[config.mk]
export PLATFORM = sky130hd
export DESIGN_NAME = serial_alu_seq
export DESIGN_NICKNAME = d
export VERILOG_FILES = /design/src/rtl/serial_alu_seq.sv
export SDC_FILE = /design/constraint.sdc
export NUM_CORES = 1
export LEC_CHECK = 0
export CELL_PAD_IN_SITES_DETAIL_PLACEMENT = 0
export CELL_PAD_IN_SITES_GLOBAL_PLACEMENT = 2
export CORE_MARGIN = 2
export CORE_UTILIZATION = 30
export CTS_CLUSTER_SIZE = 24
export DETAILED_ROUTE_END_ITERATION = 6
export PLACE_DENSITY_LB_ADDON = 0.1
export RECOVER_POWER = 100
export SLEW_MARGIN = 0
export SYNTH_ARGS = -nofsm -noshare
export SYNTH_HDL_FRONTEND = slang
export SYNTH_SLANG_ARGS = --single-unit
[constraint.sdc]
create_clock -name clk -period 5.62 [get_ports clk]
set_input_delay 1.124 -clock clk [delete_from_list [all_inputs] [get_ports clk]]
set_output_delay 1.124 -clock clk [all_outputs]
set_load 0.01 [all_outputs]
[src/rtl/serial_alu_seq.sv]
// 2-bit digit-serial ALU and sequencer for the RV32E core (LSB digit first, XLEN/2 digit cycles per op).
// Optional compare flags (lt/ltu) are built only when SERIAL_ALU_CMP_EN is defined.
module serial_alu_seq #(
  parameter int XLEN = 32
) (
  input  logic       clk,
  input  logic       rst_n,
  input  logic       start,
  input  logic [2:0] op,
  input  logic       wr_req,
  input  logic       use_imm,
  input  logic [1:0] rs1_digit,
  input  logic [1:0] rs2_digit,
  input  logic [1:0] imm_digit,
  output logic [1:0] rd_digit,
  output logic       shift,
  output logic       wr_en,
  output logic       busy,
  output logic       done,
  output logic       zero,
  output logic       lt,
  output logic       ltu
);

  localparam int NDIGITS = XLEN / 2;
  localparam int CW      = (NDIGITS > 1) ? $clog2(NDIGITS) : 1;
  localparam logic [CW-1:0] LAST_DIGIT = CW'(NDIGITS - 1);

  localparam logic [2:0] OP_ADD = 3'd0;
  localparam logic [2:0] OP_SUB = 3'd1;
  localparam logic [2:0] OP_AND = 3'd2;
  localparam logic [2:0] OP_OR  = 3'd3;
  localparam logic [2:0] OP_XOR = 3'd4;

  typedef enum logic [1:0] {
    ST_IDLE = 2'd0,
    ST_RUN  = 2'd1,
    ST_DONE = 2'd2
  } state_t;

  state_t          state_r;
  state_t          state_nxt_s;
  logic [CW-1:0]   cnt_r;
  logic [2:0]      op_r;
  logic            wr_req_r;
  logic            use_imm_r;
  logic            carry_r;
  logic            zero_acc_r;
  logic            zero_r;
  logic [1:0]      b_s;
  logic [1:0]      bp_s;
  logic [2:0]      sum_s;
  logic [1:0]      res_s;
  logic            is_sub_s;
  logic            is_arith_s;
  logic            last_s;

  // State register
  always_ff @(posedge clk) begin
    if (!rst_n) begin
      state_r <= ST_IDLE;
    end else begin
      state_r <= state_nxt_s;
    end
  end

  // Next-state decode; start outside IDLE is simply dropped
  always_comb begin
    state_nxt_s = state_r;
    case (state_r)
      ST_IDLE: begin
        if (start) begin
          state_nxt_s = ST_RUN;
        end else begin
          state_nxt_s = ST_IDLE;
        end
      end
      ST_RUN: begin
        if (last_s) begin
          state_nxt_s = ST_DONE;
        end else begin
          state_nxt_s = ST_RUN;
        end
      end
      ST_DONE: state_nxt_s = ST_IDLE;
      default: state_nxt_s = ST_IDLE;
    endcase
  end

  // Digit datapath: zero-latency from the current digits and the carry register
  always_comb begin
    is_sub_s   = (op_r == OP_SUB);
    is_arith_s = (op_r == OP_ADD) || (op_r == OP_SUB);
    last_s     = (state_r == ST_RUN) && (cnt_r == LAST_DIGIT);
    if (use_imm_r) begin
      b_s = imm_digit;
    end else begin
      b_s = rs2_digit;
    end
    if (is_sub_s) begin
      bp_s = ~b_s;
    end else begin
      bp_s = b_s;
    end
    sum_s = {1'b0, rs1_digit} + {1'b0, bp_s} + {2'b00, carry_r};
    case (op_r)
      OP_ADD:  res_s = sum_s[1:0];
      OP_SUB:  res_s = sum_s[1:0];
      OP_AND:  res_s = rs1_digit & b_s;
      OP_OR:   res_s = rs1_digit | b_s;
      OP_XOR:  res_s = rs1_digit ^ b_s;
      default: res_s = rs1_digit;
    endcase
    if (state_r == ST_RUN) begin
      rd_digit = res_s;
    end else begin
      rd_digit = 2'b00;
    end
  end

  // Operation context, carry chain, digit counter and zero accumulation
  always_ff @(posedge clk) begin
    if (!rst_n) begin
      op_r       <= 3'd0;
      wr_req_r   <= 1'b0;
      use_imm_r  <= 1'b0;
      carry_r    <= 1'b0;
      cnt_r      <= '0;
      zero_acc_r <= 1'b0;
      zero_r     <= 1'b0;
    end else begin
      case (state_r)
        ST_IDLE: begin
          if (start) begin
            op_r       <= op;
            wr_req_r   <= wr_req;
            use_imm_r  <= use_imm;
            carry_r    <= (op == OP_SUB);
            cnt_r      <= '0;
            zero_acc_r <= 1'b1;
            zero_r     <= 1'b0;
          end
        end
        ST_RUN: begin
          if (is_arith_s) begin
            carry_r <= sum_s[2];
          end
          zero_acc_r <= zero_acc_r & (rd_digit == 2'b00);
          if (last_s) begin
            cnt_r  <= '0;
            zero_r <= zero_acc_r & (rd_digit == 2'b00);
          end else begin
            cnt_r <= cnt_r + CW'(1);
          end
        end
        default: begin
        end
      endcase
    end
  end

`ifdef SERIAL_ALU_CMP_EN
  logic lt_r;
  logic ltu_r;
  logic ovf_s;

  always_comb begin
    ovf_s = (rs1_digit[1] == bp_s[1]) && (sum_s[1] != rs1_digit[1]);
  end

  // Compare flags from the MSB digit: signed via sign^overflow, unsigned via borrow
  always_ff @(posedge clk) begin
    if (!rst_n) begin
      lt_r  <= 1'b0;
      ltu_r <= 1'b0;
    end else if ((state_r == ST_IDLE) && start) begin
      lt_r  <= 1'b0;
      ltu_r <= 1'b0;
    end else if (last_s) begin
      lt_r  <= is_sub_s & (sum_s[1] ^ ovf_s);
      ltu_r <= is_sub_s & ~sum_s[2];
    end else begin
      lt_r  <= lt_r;
      ltu_r <= ltu_r;
    end
  end

  assign lt  = lt_r;
  assign ltu = ltu_r;
`else
  assign lt  = 1'b0;
  assign ltu = 1'b0;
`endif

  assign shift = (state_r == ST_RUN);
  assign wr_en = (state_r == ST_RUN) & wr_req_r;
  assign busy  = (state_r == ST_RUN) || (state_r == ST_DONE);
  assign done  = (state_r == ST_DONE);
  assign zero  = zero_r;

endmodule

==> metrics <==
clock period minus worst slack=5.180 ns; clk sinks=14; Synth top area share=between 20% and 30%; startpoint types=input port; gr usage total=approximately 14%; IO Pins=23; largest net degree at the start of global routing=14; Distinct cells, synth=36; Post-Synth Simple-Gate Area=19.71%; 1st-pass router iterations=4; sequential fraction of the synthesis area=around 30%; post-synthesis register bit count=14; Synth Cell Area=roughly 950 µm²; setup TNS=0 ns; I/O Buffers=20; Worst Hold Class=flip-flop to flip-flop; Hold Buf Count CTS=0; fraction of layout cells with a size suffix above 1=around 6.2%; global-route wire length before repair=between 3 and 4 mm; Clock Path Buffers=2; Via-to-Cell Ratio=between 4 and 5; clk_skew=about 0.007 ns; status=completed; RSZ-0062 raised after global routing=no; CTS root buffer=clkbuf_4; vias in the first global route=770; Compound-Gate Fraction of Synth Area=a little over a fifth; sequential share of power=44.2%; NetSw=just over 70 µW; critical path class=input port to output port; synth top area cells=dfxtp_1 30%, ha_1 11%, a21boi_0 6.3%, nand3_1 4.8%, nand2_1 4.4%; Area after DPL=1157 µm²; hold path start=wr_req_r; DP HPWL=about 1.6 mm; postcts setup bufs=0; initial core utilization=31.24%; ys async rst share=0%; WL met2=slightly above 900 µm; proportion of synthesized area in mux cells=2.116%; Post-Synth XOR/XNOR Area=approximately 3.7%; Area Overhead vs Synth=24.60%; slew margin rel.=53.01%; gate count of the mapped netlist=between 100 and 150; post-synthesis area per instance=between 8 and 9 µm²; Die X=roughly 60 µm; die area=3618 µm²; Synth Area in Adders=approximately 15%; worst path required time=4.50 ns; Worst setup EP type=output port; endpoints failing hold=0; fin area=about 1200 µm²; peak supply drop=roughly 0.13 mV; max-slew violations=0; Setup violations, final=0; Final Net Count=roughly 150; DR WL/cell=around 12 µm; post-route ant nets=0; Reg clk slew, reported paths=roughly 0.09 ns; crit path DAT=between 4 and 5 ns; Ant. Diodes=0; Highest Signal Layer=met4; H-tree levels=1; P per Cell Area=~210 nW/µm²; Post-Route WL=approximately 2.1 mm; clk_lat worst skew=between 0.2 and 0.3 ns; count leader, synth=dfxtp_1; max-cap viol count=0; Reg-to-Reg Start=use_imm_r; CTS resizes=0; largest family of logic cells by synthesized area=compound AO/OA/AOI/OAI gates; initial antenna violation count=0; Sw Ratio=approximately 28%; Starting DRT DRC Count=17; gpl congestion=~0.73; Final Hold Slack=roughly 0.46 ns; grt ovf=0; final worst path period share=between 90 and 100%; synth cell count leaders=14 x dfxtp_1, 11 x nand2_1, 9 x nand3_1; via count=791; Post-synth EDFFs=0; Ys Warns=0; Clock power frac=about 29%; WL met3=roughly 63 µm; FP Rows=20; Chip Height=roughly 60 µm; Post-route DRC=0; met1 WL=1.097 mm; Logic pwr share=26.6%; Worst-Margin Slew=0.6975 ns; critical path peak fanout=3; Critical path origin=imm_digit[0]; Internal=between 150 and 200 µW; Main synth FF type=dfxtp_1; achievable frequency=about 0.19 GHz; CTS buffer count=3; CTS tree=built; largest area contributor in the netlist=dfxtp_1; core area=roughly 3000 µm²; Leak=roughly 0.00047 µW
## metal layers
metal  GRT usage [%]  vias up
met2           20.34       17
li1                -      414
met5               0        -
met4           5.714        0
met3           3.247        4
met1           18.43      356
## cells by family (layout without fill, tap and decap cells)
logic type / after synthesis / in the layout
simple gates: 36 / 36
fa+ha+maj: 10 / 10
other cells: 1 / 2
mux: 2 / 2
flops: 14 / 14
compound gates: 29 / 29
buf+inv: 15 / 32
xor+xnor: 4 / 4
## through the flow
stage	util (%)	total power [µW]	worst slack (ns)	std cells
after floorplan	-	160.4	1.675	112
after global placement	38.22	183.1	0.7044	169
after detailed placement	38.22	184.3	0.6443	169
after CTS	39.42	261.0	0.6395	173
after global routing	38.93	271.6	0.3086	173
final	38.93	249.7	0.4397	173
## power by group through the flow
stage / clock network (µW) / logic (µW) / registers [µW]
floorplan: 0 / 50.8 / 110
global placement: 0 / 70.5 / 113
detailed placement: 0 / 71.6 / 113
CTS: 78.6 / 71.9 / 110
global route: 84.3 / 75.9 / 111
finish: 72.9 / 66.4 / 110
## final cells by class
cell class | instances | area [µm²]
timing repair buffer | 20 | 200.2
clock buffer | 4 | 36.28
multi-input combinational | 83 | 576.8
sequential | 14 | 280.3
inverter | 8 | 30.03
tap | 44 | 55.05
fill | 336 | 1849
## sequential cells by signal (all words and copies together), names as in the netlist
signal      flops
op_r            3
wr_req_r        1
use_imm_r       1
zero            1
state_r         2
cnt_r           4
carry_r         1
zero_acc_r      1
## final timing paths
kind | slack (ns) | to | cells after the start
hold reg to reg | 0.46 | wr_req_r | 2
hold / removal | 0.46 | wr_req_r | 2
setup reg to reg | 3.00 | zero | 8
setup / recovery | 0.44 | rd_digit[1] | 8
## layout by cell type (no fill, tap or decap), drive strengths merged, types with 3 or more instances in the layout
cell / count
nand2: 12
inv: 8
clkbuf: 4
ha: 8
clkdlybuf4s50: 10
nor2: 6
nand3: 9
a21oi: 3
dfxtp: 14
xnor2: 3
a21boi: 9
dlygate4sd3: 10
o21ai: 9
## worst max-delay path: stages
cell	delay [ns]
dlygate4sd3_1	0.54
mux2i_1	0.28
xnor2_1	0.15
fa_1	0.40
fa_1	0.43
or3_4	0.33
a21oi_1	0.19
dlygate4sd3_1	0.62
No activity file was read; power rests on OpenSTA's default activity.
